### config.mk
export PLATFORM = sky130hd
export DESIGN_NAME = vga_sync_gen
export DESIGN_NICKNAME = d
export VERILOG_FILES = /design/src/rtl/vga_sync_gen.sv
export SDC_FILE = /design/constraint.sdc
export NUM_CORES = 1
export LEC_CHECK = 0
export CAP_MARGIN = 5
export CORE_MARGIN = 3
export CORE_UTILIZATION = 40
export CTS_CLUSTER_DIAMETER = 150
export DETAILED_ROUTE_END_ITERATION = 6
export PLACE_DENSITY = 0.63
export SLEW_MARGIN = 20
export SYNTH_ARGS = -nofsm -noshare
export SYNTH_HDL_FRONTEND = slang
export SYNTH_SLANG_ARGS = --single-unit
### constraint.sdc
create_clock -name clock -period 4.75 [get_ports clock]
set_clock_uncertainty 0.1 [all_clocks]
set_input_delay 0.95 -clock clock [delete_from_list [all_inputs] [get_ports clock]]
set_output_delay 0.95 -clock clock [all_outputs]
set_load 0.02 [all_outputs]
### src/rtl/vga_sync_gen.sv
//==============================================================================
// Module   : vga_sync_gen
// Brief    : VGA pixel-timing generator. Free-running x/y raster counters with
//            registered hsync/vsync (active-low), display-active flag and
//            frame-start pulse, all aligned with the pixel coordinates shown.
//            Optional macro VGA_SYNC_FRAME_COUNT_EN builds a 16-bit counter of
//            frames entered; without it frame_count is tied to zero.
// Revision : 1.0 - initial release
//==============================================================================
`default_nettype none

module vga_sync_gen #(
    parameter int H_ACTIVE = 640,
    parameter int H_FRONT  = 16,
    parameter int H_SYNC   = 96,
    parameter int H_BACK   = 48,
    parameter int V_ACTIVE = 480,
    parameter int V_FRONT  = 10,
    parameter int V_SYNC   = 2,
    parameter int V_BACK   = 33
) (
    input  logic        clock,
    input  logic        reset_n,
    input  logic        pixel_en,
    output logic        hsync,
    output logic        vsync,
    output logic        active,
    output logic [9:0]  pixel_x,
    output logic [9:0]  pixel_y,
    output logic        frame_start,
    output logic [15:0] frame_count
);

    // Raster totals; both must fit the 10-bit coordinate counters.
    localparam int c_h_total = H_ACTIVE + H_FRONT + H_SYNC + H_BACK;
    localparam int c_v_total = V_ACTIVE + V_FRONT + V_SYNC + V_BACK;

    // Region boundaries are 11 bits wide so a sync pulse ending exactly at
    // 1024 (zero back porch with a 1024 total) still compares correctly.
    localparam logic [10:0] c_h_act    = 11'(H_ACTIVE);
    localparam logic [10:0] c_hs_begin = 11'(H_ACTIVE + H_FRONT);
    localparam logic [10:0] c_hs_end   = 11'(H_ACTIVE + H_FRONT + H_SYNC);
    localparam logic [10:0] c_v_act    = 11'(V_ACTIVE);
    localparam logic [10:0] c_vs_begin = 11'(V_ACTIVE + V_FRONT);
    localparam logic [10:0] c_vs_end   = 11'(V_ACTIVE + V_FRONT + V_SYNC);

    // Last coordinate of each axis; this is also the reset position so that
    // the first enabled edge after reset lands on (0,0).
    localparam logic [9:0] c_x_last = 10'(c_h_total - 1);
    localparam logic [9:0] c_y_last = 10'(c_v_total - 1);

    // Reject geometries that overflow the 10-bit coordinate outputs.
    generate
        if (c_h_total > 1024) begin : g_h_total_check
            $error("vga_sync_gen: horizontal total %0d exceeds 1024", c_h_total);
        end
        if (c_v_total > 1024) begin : g_v_total_check
            $error("vga_sync_gen: vertical total %0d exceeds 1024", c_v_total);
        end
    endgenerate

    // Registered state: coordinates plus their decoded region flags.
    logic [9:0] r_x;
    logic [9:0] r_y;
    logic       r_hsync;
    logic       r_vsync;
    logic       r_active;
    logic       r_frame_start;

    // Next-state counters and the decode of that next position.
    logic        w_x_wrap;
    logic [9:0]  w_x_next;
    logic [9:0]  w_y_next;
    logic [10:0] w_x_ext;
    logic [10:0] w_y_ext;
    logic        w_active_next;
    logic        w_hsync_next;
    logic        w_vsync_next;
    logic        w_frame_next;

    // Advance the raster position and decode regions of the position it moves to,
    // so the registered flags describe the coordinates registered alongside them.
    always_comb begin
        w_x_wrap      = 1'b0;
        w_x_next      = r_x;
        w_y_next      = r_y;
        w_x_ext       = 11'd0;
        w_y_ext       = 11'd0;
        w_active_next = 1'b0;
        w_hsync_next  = 1'b1;
        w_vsync_next  = 1'b1;
        w_frame_next  = 1'b0;

        w_x_wrap = (r_x == c_x_last);
        if (w_x_wrap) begin
            w_x_next = 10'd0;
            if (r_y == c_y_last) begin
                w_y_next = 10'd0;
            end else begin
                w_y_next = r_y + 10'd1;
            end
        end else begin
            w_x_next = r_x + 10'd1;
        end

        w_x_ext       = {1'b0, w_x_next};
        w_y_ext       = {1'b0, w_y_next};
        w_active_next = (w_x_ext < c_h_act) && (w_y_ext < c_v_act);
        w_hsync_next  = !((w_x_ext >= c_hs_begin) && (w_x_ext < c_hs_end));
        w_vsync_next  = !((w_y_ext >= c_vs_begin) && (w_y_ext < c_vs_end));
        w_frame_next  = (w_x_next == 10'd0) && (w_y_next == 10'd0);
    end

    // Raster state register: everything holds while pixel_en is low.
    always_ff @(posedge clock or negedge reset_n) begin
        if (!reset_n) begin
            r_x           <= c_x_last;
            r_y           <= c_y_last;
            r_hsync       <= 1'b1;
            r_vsync       <= 1'b1;
            r_active      <= 1'b0;
            r_frame_start <= 1'b0;
        end else if (pixel_en) begin
            r_x           <= w_x_next;
            r_y           <= w_y_next;
            r_hsync       <= w_hsync_next;
            r_vsync       <= w_vsync_next;
            r_active      <= w_active_next;
            r_frame_start <= w_frame_next;
        end
    end

    assign pixel_x     = r_x;
    assign pixel_y     = r_y;
    assign hsync       = r_hsync;
    assign vsync       = r_vsync;
    assign active      = r_active;
    assign frame_start = r_frame_start;

`ifdef VGA_SYNC_FRAME_COUNT_EN
    logic [15:0] r_frame_count;

    // Count every enabled step into (0,0); wraps naturally at 2^16.
    always_ff @(posedge clock or negedge reset_n) begin
        if (!reset_n) begin
            r_frame_count <= 16'd0;
        end else if (pixel_en && w_frame_next) begin
            r_frame_count <= r_frame_count + 16'd1;
        end
    end

    assign frame_count = r_frame_count;
`else
    assign frame_count = 16'd0;
`endif

endmodule

`default_nettype wire
==> results.sh <==
export IMPL_grt_overflow_total=0
export IMPL_dieArea_um2=5510
export IMPL_intPower_w=0.000451
export IMPL_postCtsSetupRepairBufs=0
export IMPL_rr_startpoint="pixel_x[0]$_DFFE_PN1P_"
export IMPL_period_minus_slack_ns=3.06
export IMPL_path_class="reg -> reg"
export IMPL_ys_ff_latch=24
export IMPL_power_density_nw_per_um2=329
export IMPL_hold_viol_final=0
export IMPL_yosysTopAreaCell="dfstp_2"
export IMPL_setup_viol=0
export IMPL_synth_area_leaders="dfstp_2 17%, dfrtp_1 16%, buf_4 6.5%"
export IMPL_drt_iter0_drc=81
export IMPL_crit_slowest_cell="or3_1"
export IMPL_avgSynthCellArea_um2=8.20
export IMPL_p_switching_w=0.000247
export IMPL_postCtsResizedCells=0
export IMPL_synth_ff_type="dfstp_2"
export IMPL_worstSetupPathDepth=7
export IMPL_grt_usage_pct=16.4
export IMPL_initial_utilization_pct=42.1
export IMPL_p_clk_share_pct=26.6
export IMPL_cts_max_level=1
export IMPL_startpoint_type="register"
export IMPL_netlist_cell_type_count=51
export IMPL_drtAntennaViolNets=0
export IMPL_crit_fanout=11
export IMPL_hpwl_mm=3.23
export IMPL_coreArea_um2=4410
export IMPL_root_buffer="clkbuf_8"
export IMPL_ir_drop_v=0.000110
export IMPL_drive_gt1_share_pct=10.4
export IMPL_clk_pin_slew_worst_paths_ns=0.10
export IMPL_viasPerCell=5.77
export IMPL_synthCells=227
export IMPL_post_route_period_util_pct=64.4
export IMPL_leakagePower_nw=0.858
export IMPL_sw_frac_of_total_pct=35.4
export IMPL_die_x_um=74.2
export IMPL_grt_pass1_vias=1458
export IMPL_fmax_mhz=327
export IMPL_insertion_delay_ns=0.27
export IMPL_path_buf_inv=0
export IMPL_grt_pass1_wl_mm=7.04
export IMPL_cts_sinks=24
export IMPL_drc=0
export IMPL_synth_edff_count=0
export IMPL_r2r_slack_ns=1.69
export IMPL_synth_async_sr_flop_share_pct=100
export IMPL_antenna_found_initial=0
export IMPL_status="complete, no violations"
export IMPL_rows=24
export IMPL_area_delta_synth_final_pct=13.8
export IMPL_r2r_end="frame_start$_DFFE_PN0P_"
export IMPL_seq_area_frac_synth_pct=33.1
export IMPL_fin_nets=247
export IMPL_gp_congestion=0.925
export IMPL_holdBufCountCts=0
export IMPL_routed_wl_mm=4.37
export IMPL_cp_top_family="simple AND/OR/NAND/NOR gates"
export IMPL_fp_dieH_um=74.2
export IMPL_pwr_share_seq_pct=44.0
export IMPL_holdPathStages=2
export IMPL_fin_util_pct=48.0
export IMPL_cts_made_buffers=3
export IMPL_antenna_cells=0
export IMPL_slew_headroom_pct=48.4
export IMPL_r2r_cells=7
export IMPL_drt_first_pass_iters=4
export IMPL_tritoncts="done"
export IMPL_critical_path_most_common_cell="nand4_1"
export IMPL_post_drt_wl_per_cell_um=15.0
export IMPL_cp_data_required_time_ns=4.83
export IMPL_mostFrequentLayoutCell="clkdlybuf4s50_1"
export IMPL_crit_chain="ha_1 -> nand4_1 -> or3_1 -> o31a_1 -> nor4_1 -> nand4_1 -> o41ai_2"
export IMPL_ys_warnings_count=0
export IMPL_syn_area_um2=1860
export IMPL_max_stage_delay_ns=0.61
export IMPL_most_common_layout_cells="26 x clkdlybuf4s50_1, 22 x nand2_1, 21 x nor2_1"
export IMPL_hp_start="hsync$_DFFE_PN1P_"
export IMPL_holdPathEnd="hsync$_DFFE_PN1P_"
export IMPL_worstSetupEndpointType="register"
export IMPL_pwr_share_comb_pct=29.4
export IMPL_drv_cap=0
export IMPL_vias=1686
export IMPL_hp_class="reg -> reg"
export IMPL_rsz0062_at_grt="no"
export IMPL_crit_start="pixel_x[0]$_DFFE_PN1P_"
export IMPL_finalWorstSetupSlack_ns=1.69
export IMPL_ios=43
export IMPL_grt_max_degree=23
export IMPL_tightest_slew_ns=0.772
export IMPL_fill_cells=448
export IMPL_post_place_ws_ns=1.73
export IMPL_final_setup_tns_ns=0
export IMPL_report_final_slew_viol_count=0
export IMPL_yosysTopAreaCellShare_pct=16.9
export IMPL_portBuffers=26
export IMPL_crit_arrival_ns=3.14
export IMPL_cts_buffer_depth=2
Yosys cell counts (2+ instances only):
cell and number:
and4_1 2, o22ai_1 2, clkbuf_1 10, o21ai_0 14
inv_1 5, nand2b_1 2, nand2_1 22, mux2i_1 4
mux2_2 3, nor4_1 2, ha_1 3, nand3_1 12
buf_2 4, and3_1 7, buf_6 2, and2_1 3
or3_1 2, a31oi_1 4, dfstp_2 12, a21oi_1 5
a211oi_1 2, nand4_1 9, dfrtp_1 12, or4_1 2
o31ai_1 5, nor2_1 21, xor2_1 8, xnor2_1 3
buf_4 16, nor3_1 8
routing by layer:
layer,track usage (%),vias up,routed length (um)
met3,1.89,5,272
li1,-,812,-
met4,4.63,0,50
met5,0,-,0
met2,24.1,59,1900
met1,25.3,810,2150
area by class of cell:
class                   count  area, um2  share of cell area [%]
clock buffers               3       41.3                    1.95
clock inverters             1       30.0                    1.42
inverters                   5       18.8                   0.887
multi-input cells         180       1080                    50.9
flip-flops and latches     24        616                    29.1
well taps                  52       65.1                    3.07
repair buffers             27        268                    12.6
logic make-up (layout without fill, tap and decap cells):
family | count (synthesis) | in the layout | share of synthesized area, %
AO/OA/AOI/OAI | 46 | 46 | 16.8
XOR/XNOR | 11 | 11 | 5.18
adder cells (fa/ha/maj) | 3 | 3 | 2.02
buffers and inverters | 38 | 36 | 12.0
flip-flops | 24 | 24 | 33.1
multiplexers | 7 | 7 | 3.97
other | 1 | 16 | 0.202
AND/OR/NAND/NOR | 97 | 97 | 26.8
worst max path at each step:
stage | end | slack, ns
global placement | frame_start$_DFFE_PN0P_ | 1.77
floorplan | frame_start$_DFFE_PN0P_ | 2.07
CTS | frame_start$_DFFE_PN0P_ | 1.69
detailed placement | frame_start$_DFFE_PN0P_ | 1.73
global route | frame_start$_DFFE_PN0P_ | 1.47
finish | frame_start$_DFFE_PN0P_ | 1.69
through the flow:
stage          instance area (um2)  hold slack [ns]  instances  power (W)
5_1_grt                       2120            0.442        292   0.000740
2_1_floorplan                 1920            0.416        242   0.000459
6_report                      2120            0.406        292   0.000698
3_3_place_gp                  2050            0.386        288   0.000514
4_1_cts                       2120            0.423        292   0.000703
3_5_place_dp                  2050            0.396        288   0.000515
worst min-delay path, cell delays in order (launching register included):
cell     delay (ns)
dfstp_2        0.38
nor2_1         0.08
a41oi_1        0.05
state kept, by name, summed over array words and instances, names as in the netlist:
register / count
hsync: 1
pixel_y: 10
pixel_x: 10
active: 1
vsync: 1
frame_start: 1
power by group through the flow:
stage                     Clock, W  Sequential [W]  Combinational, W
after floorplan                  0        0.000303          0.000156
after global placement           0        0.000308          0.000206
after detailed placement         0        0.000309          0.000206
after CTS                 0.000190        0.000306          0.000207
after global routing      0.000199        0.000314          0.000227
final                     0.000186        0.000307          0.000205
(Power assumes the default switching activity.)
